[src/rtl/piezo_pkg.sv]
// rtl/piezo_pkg.sv - shared types and note period constants for the tune sequencer
// Purpose: note table entry type, sequencer state encoding, note period constants.
// A note_per value must be >= 16384 to be audible on the downstream counter.
package piezo_pkg;

    typedef struct packed {
        logic [14:0] per;
        logic [7:0]  dur;
    } note_t;

    typedef enum logic [1:0] {
        IDLE = 2'd0,
        PLAY = 2'd1,
        GAP  = 2'd2
    } seq_state_t;

    localparam logic [14:0] NOTE_G6   = 15'd31888;
    localparam logic [14:0] NOTE_C7   = 15'd23889;
    localparam logic [14:0] NOTE_E7   = 15'd18961;
    localparam logic [14:0] NOTE_REST = 15'd0;

endpackage

[src/rtl/piezo_tune_rom.sv]
// rtl/piezo_tune_rom.sv - combinational tune table, index to note entry
// Purpose: fixed note table. TUNE_SEL=1 selects a variant whose entry 1 is an end marker.
// Ports:
//   idx   in  8   table index
//   entry out 23  {per[14:0], dur[7:0]}; unused indices read as end marker (dur=0)
module piezo_tune_rom
    import piezo_pkg::*;
#(
    parameter int TUNE_SEL = 0
) (
    input  logic [7:0] idx,
    output note_t      entry
);

    always_comb begin
        entry.per = NOTE_REST;
        entry.dur = 8'd0;
        case (idx)
            8'd0: begin
                entry.per = NOTE_G6;
                entry.dur = 8'd2;
            end
            8'd1: begin
                entry.per = NOTE_REST;
                entry.dur = (TUNE_SEL == 1) ? 8'd0 : 8'd1;
            end
            8'd2: begin
                entry.per = NOTE_C7;
                entry.dur = 8'd3;
            end
            default: begin
                entry.per = NOTE_REST;
                entry.dur = 8'd0;
            end
        endcase
    end

endmodule

[src/rtl/piezo_tune_seq.sv]
// rtl/piezo_tune_seq.sv - tune sequencer driving the piezo frequency counter
// Purpose: plays the note table entry by entry, each note followed by a silent gap.
// Ports:
//   clk, rst        clock, asynchronous active-high reset
//   start, abort    host handshake (abort has priority)
//   note_per [14:0] period to counter, held for a whole note plus gap
//   clr             1 = counter silenced
//   busy, done      tune in progress / 1-cycle completion pulse
//   note_idx [7:0]  current table index
module piezo_tune_seq
    import piezo_pkg::*;
#(
    parameter int NUM_NOTES = 3,
    parameter int TICK_CYC  = 50000,
    parameter int GAP_TICKS = 10,
    parameter int TUNE_SEL  = 0
) (
    input  logic        clk,
    input  logic        rst,
    input  logic        start,
    input  logic        abort,
    output logic [14:0] note_per,
    output logic        clr,
    output logic        busy,
    output logic        done,
    output logic [7:0]  note_idx
);

    localparam int PW = $clog2(TICK_CYC + 1);
    localparam int GW = $clog2(GAP_TICKS + 2);

    seq_state_t  state_q, state_d;
    logic [14:0] note_per_q, note_per_d;
    logic        clr_q, clr_d;
    logic        busy_q, busy_d;
    logic        done_q, done_d;
    logic [7:0]  note_idx_q, note_idx_d;
    logic [PW-1:0] presc_q, presc_d;
    logic [7:0]  dur_cnt_q, dur_cnt_d;
    logic [GW-1:0] gap_cnt_q, gap_cnt_d;

    logic [7:0]  rom_addr;
    note_t       rom_entry;
    logic        tick;
    logic        note_end;
    logic        load;
    logic        last_note;

    // In IDLE the ROM shows entry 0; while playing it looks one entry ahead so
    // the next note (or end marker) is ready at the end of the current gap.
    assign rom_addr = (state_q == IDLE) ? 8'd0 : note_idx_q + 8'd1;

    piezo_tune_rom #(.TUNE_SEL(TUNE_SEL)) u_rom (
        .idx   (rom_addr),
        .entry (rom_entry)
    );

    assign tick      = (presc_q == PW'(TICK_CYC - 1));
    assign last_note = (note_idx_q == 8'(NUM_NOTES - 1)) || (rom_entry.dur == 8'd0);

    always_comb begin
        state_d    = state_q;
        note_per_d = note_per_q;
        clr_d      = clr_q;
        busy_d     = busy_q;
        done_d     = 1'b0;
        note_idx_d = note_idx_q;
        presc_d    = presc_q;
        dur_cnt_d  = dur_cnt_q;
        gap_cnt_d  = gap_cnt_q;
        note_end   = 1'b0;
        load       = 1'b0;

        case (state_q)
            IDLE: begin
                presc_d = '0;
                if (start) begin
                    if (rom_entry.dur == 8'd0) begin
                        done_d = 1'b1;
                    end else begin
                        note_idx_d = 8'd0;
                        load       = 1'b1;
                    end
                end
            end
            PLAY: begin
                presc_d = tick ? '0 : presc_q + PW'(1);
                if (tick) begin
                    dur_cnt_d = dur_cnt_q - 8'd1;
                    if (dur_cnt_q == 8'd1) begin
                        if (GAP_TICKS == 0) begin
                            note_end = 1'b1;
                        end else begin
                            state_d   = GAP;
                            clr_d     = 1'b1;
                            gap_cnt_d = GW'(GAP_TICKS);
                        end
                    end
                end
            end
            GAP: begin
                presc_d = tick ? '0 : presc_q + PW'(1);
                if (tick) begin
                    gap_cnt_d = gap_cnt_q - GW'(1);
                    if (gap_cnt_q == GW'(1)) begin
                        note_end = 1'b1;
                    end
                end
            end
            default: begin
                state_d = IDLE;
            end
        endcase

        if (note_end) begin
            if (last_note) begin
                state_d = IDLE;
                clr_d   = 1'b1;
                busy_d  = 1'b0;
                done_d  = 1'b1;
                presc_d = '0;
            end else begin
                note_idx_d = note_idx_q + 8'd1;
                load       = 1'b1;
            end
        end

        // rom_entry is the entry being loaded: entry 0 from IDLE, next entry otherwise.
        if (load) begin
            state_d    = PLAY;
            note_per_d = rom_entry.per;
            dur_cnt_d  = rom_entry.dur;
            presc_d    = '0;
            clr_d      = (rom_entry.per == NOTE_REST);
            busy_d     = 1'b1;
        end

        if (abort) begin
            state_d    = IDLE;
            clr_d      = 1'b1;
            busy_d     = 1'b0;
            done_d     = 1'b0;
            note_idx_d = note_idx_q;
            note_per_d = note_per_q;
            presc_d    = '0;
            dur_cnt_d  = 8'd0;
            gap_cnt_d  = '0;
        end
    end

    always_ff @(posedge clk or posedge rst) begin
        if (rst) begin
            state_q    <= IDLE;
            note_per_q <= 15'd0;
            clr_q      <= 1'b1;
            busy_q     <= 1'b0;
            done_q     <= 1'b0;
            note_idx_q <= 8'd0;
            presc_q    <= '0;
            dur_cnt_q  <= 8'd0;
            gap_cnt_q  <= '0;
        end else begin
            state_q    <= state_d;
            note_per_q <= note_per_d;
            clr_q      <= clr_d;
            busy_q     <= busy_d;
            done_q     <= done_d;
            note_idx_q <= note_idx_d;
            presc_q    <= presc_d;
            dur_cnt_q  <= dur_cnt_d;
            gap_cnt_q  <= gap_cnt_d;
        end
    end

    assign note_per = note_per_q;
    assign clr      = clr_q;
    assign busy     = busy_q;
    assign done     = done_q;
    assign note_idx = note_idx_q;

endmodule
[config.mk]
export PLATFORM = sky130hd
export DESIGN_NAME = piezo_tune_seq
export DESIGN_NICKNAME = d
export VERILOG_FILES = /design/src/rtl/piezo_pkg.sv /design/src/rtl/piezo_tune_rom.sv /design/src/rtl/piezo_tune_seq.sv
export SDC_FILE = /design/constraint.sdc
export NUM_CORES = 1
export LEC_CHECK = 0
export ABC_AREA = 1
export CAP_MARGIN = 20
export CORE_MARGIN = 5
export CORE_UTILIZATION = 51
export DETAILED_ROUTE_END_ITERATION = 7
export GPL_TIMING_DRIVEN = 1
export HOLD_SLACK_MARGIN = 0.02
export PLACE_DENSITY = 0.73
export SYNTH_ARGS = -nofsm -noshare
export SYNTH_HDL_FRONTEND = slang
export SYNTH_SLANG_ARGS = --single-unit
[constraint.sdc]
create_clock -name clk -period 1.9 [get_ports clk]
set_clock_uncertainty 0.15 [all_clocks]
set_input_delay 0.19 -clock clk [delete_from_list [all_inputs] [get_ports clk]]
set_output_delay 0.19 -clock clk [all_outputs]
set_load 0.1 [all_outputs]
==> impl_results.md <==
- Final WS setup: -313 ps
- Post-DP HPWL: 5520 µm
- FF+latch count, synth: 44
- Global-route wire length before repair: 13900 µm
- Setup-failing EPs final: 35
- Post-synth EDFFs: 0
- Worst path max stage delay: 540 ps
- DRT Wirelength: 9260 µm
- Power share of the combinational group: 0.363
- Top fanout value on the critical path: 6
- CP Class: flop to flop
- RSZ-0062 raised after global routing: yes
- Syn-to-layout area delta: 57.8%
- Post-synthesis cell count: 349
- Sequential area share after synthesis: 0.398
- Slew Limit Headroom: 0.665
- Static Leak: 0.00197 µW
- Clock Path Buffers: 2
- Hold WC Path Type: flop to flop
- Final ANT Viol Nets: 0
- Clock power share: 0.265
- Reg2reg path depth: 11
- Via Count: 3079
- Fin Setup TNS: -6350 ps
- DRC violations left: 0
- Synthesis Warnings: 0
- Antenna cells: 0
- Port bufs: 24
- Top cells by count, synth: nand2_1, dfrtp_1, nor2_1
- Hold depth: 2
- Layout cell share with drive strength beyond 1: 0.481
- Clock tree root driver cell: clkbuf_8
- Netlist cell types: 40
- Sw Share: 0.383
- CP Capture Type: flop
- Crit path cell chain: ha_4 > nor2_1 > nor2_4 > inv_2 > nand3b_1 > nand2_2 > buf_4 > o21ai_1 > nor2_4 > nand2_2 > o22ai_1
- Clock transition at the registers of the reported paths: 90 ps
- Post-Syn Area: 0.00277 mm²
- Dominant cells by area after synthesis: dfrtp_1, nand2_1, nor2_1
- Synth area leader: dfrtp_1
- Total GRT Usage: 0.240
- Initial core utilization: 0.532
- Row Count: 26
- Ys flop type: dfrtp_1
- Status: finished with violations
- Cell Pwr Density: 629 mW/mm²
- Die area: 0.00700 mm²
- Placed inst area: 0.00373 mm²
- Vias in the first global route: 2998
- Synth async-reset ratio: 1.00
- Largest net degree at the start of global routing: 20
- Slew Limit Fails: 0
- CTS sink count: 44
- Max cap viols: 0
- Vias/cell: 5.68
- Syn Area/Cell: 7.93 µm²
- DRT iter0 DRCs: 307
- H-tree depth: 2
- Crit-path slowest cell: dfrtp_4
- Fin nets: 486
- Clock Latency Late Sink: 300 ps
- Period Utilization, post-route: 1.16
- Worst-Margin Slew: 503 ps
- Worst setup SP type: flop
- TritonRoute pass-1 iters: 5
- Count leader, synth: nand2_1
- Global placer's final weighted congestion: 0.903
- Max Clk Rate: 0.452 GHz
- Final-report hold violation count: 0
- Flop pwr share: 0.372
- CP required: 1970 ps
- CTS tree: yes
- Peak supply drop: 0.722 mV
- Grt ovf: 0
- Final instance area: 0.00437 mm²
- Sw power: 1050 µW
- Final Critical Period: 2210 ps
- CORE AREA: 0.00520 mm²
- Initial antenna violation count: 0
- Die height: 83.7 µm
- WP data arrival: 2280 ps
- Violated checks: setup timing
- Wire per inst: 17.1 µm
- Num CTS Buffers: 5
- Die Wd: 83.7 µm
- Final Power: 2750 µW
- Yosys top cell area share: 0.389
- Top-Level Pins: 30
- Pint: 1700 µW
area by class of cell:
| type | instances | area [µm²] |
|---|---|---|
| Multi-Input combinational cell | 246 | 1720 |
| Clock buffer | 6 | 72.6 |
| Sequential cell | 44 | 1120 |
| Fill cell | 275 | 836 |
| Timing Repair Buffer | 127 | 1150 |
| Clock inverter | 2 | 35.0 |
| Tap cell | 70 | 87.6 |
| Inverter | 47 | 184 |
routing by layer:
| metal | part of all wire | vias up | track usage |
|---|---|---|---|
| met1 | 0.36 | 1466 | 0.271 |
| met2 | 0.52 | 193 | 0.455 |
| met5 | 0 | - | 0 |
| met3 | 0.074 | 49 | 0.0375 |
| met4 | 0.044 | 0 | 0.0775 |
| li1 | - | 1371 | - |
power groups by stage:
stage                     clock (µW)  combinational, µW  sequential [µW]
final                            727                997             1020
after global routing             766               1050             1030
after CTS                        729                922             1020
after detailed placement           0                855             1040
after global placement             0                844             1040
after floorplan                    0                501             1140
sequential cells by signal (all words and copies together), names as in the netlist:
register / cells
presc_q: 16
busy: 1
clr: 1
state_q: 2
dur_cnt_q: 8
note_per: 3
done: 1
note_idx: 8
gap_cnt_q: 4
kinds of logic after synthesis:
family,share of synthesized area
compound gates,0.0791
xor+xnor,0.0506
fa+ha+maj,0.0497
other cells,0.00135
buf+inv,0.105
flops,0.398
simple gates,0.316
placed cells by master, fill, tap and decap left out, types with 3 or more instances in the layout:
cell type	instances
a21oi_1	6
buf_12	13
buf_4	103
buf_6	7
clkbuf_8	5
clkdlybuf4s50_1	3
clkinv_1	3
conb_1	5
dfrtp_1	36
dfrtp_2	5
ha_1	6
ha_4	4
inv_1	35
inv_2	6
inv_4	3
nand2_1	41
nand2_2	17
nand2_4	4
nand3_1	22
nand3_2	7
nand4_1	19
nor2_1	27
nor2_2	10
nor2_4	10
nor3_1	4
nor3_2	7
o21ai_0	5
o21ai_1	9
o21ai_2	6
xor2_1	10
xor2_2	4
final timing paths:
kind / slack [ps] / end / start
hold reg to reg: 380 / note_per[13] / note_per[13]
max in group asynchronous: 580 / presc_q[2] / rst
hold / removal: 380 / note_per[13] / note_per[13]
min in group asynchronous: 500 / busy / rst
setup / recovery: -310 / note_idx[3] / note_idx[0]
setup reg to reg: -310 / note_idx[3] / note_idx[0]
stage by stage:
stage | util | cells | setup WS, ps | hold slack [ps]
2_1_floorplan | - | 353 | -326 | 113
3_3_place_gp | 0.717 | 508 | -153 | 275
3_5_place_dp | 0.717 | 508 | -246 | 273
4_1_cts | 0.794 | 534 | -197 | 366
5_1_grt | 0.839 | 542 | -366 | 441
6_report | 0.839 | 542 | -313 | 383
critical path: cells and delay by family, from the launching register on:
| kind | cells | cell delay, ps |
|---|---|---|
| and+or+nand+nor | 6 | 800 |
| adders and majority gates | 1 | 200 |
| buffers and inverters | 2 | 190 |
| DFF | 1 | 540 |
| AOI/OAI and AO/OA | 2 | 260 |
timing repair:
item                       in CTS  in global routing
pin swaps                      10                 18
hold buffers                    1                  0
hold endpoints to repair        5                  0
resized for setup              46                 48
setup endpoints to repair      40                 44
gates cloned                    1                  0
buffers inserted               16                 10
Power figures use the tool's default switching activity.
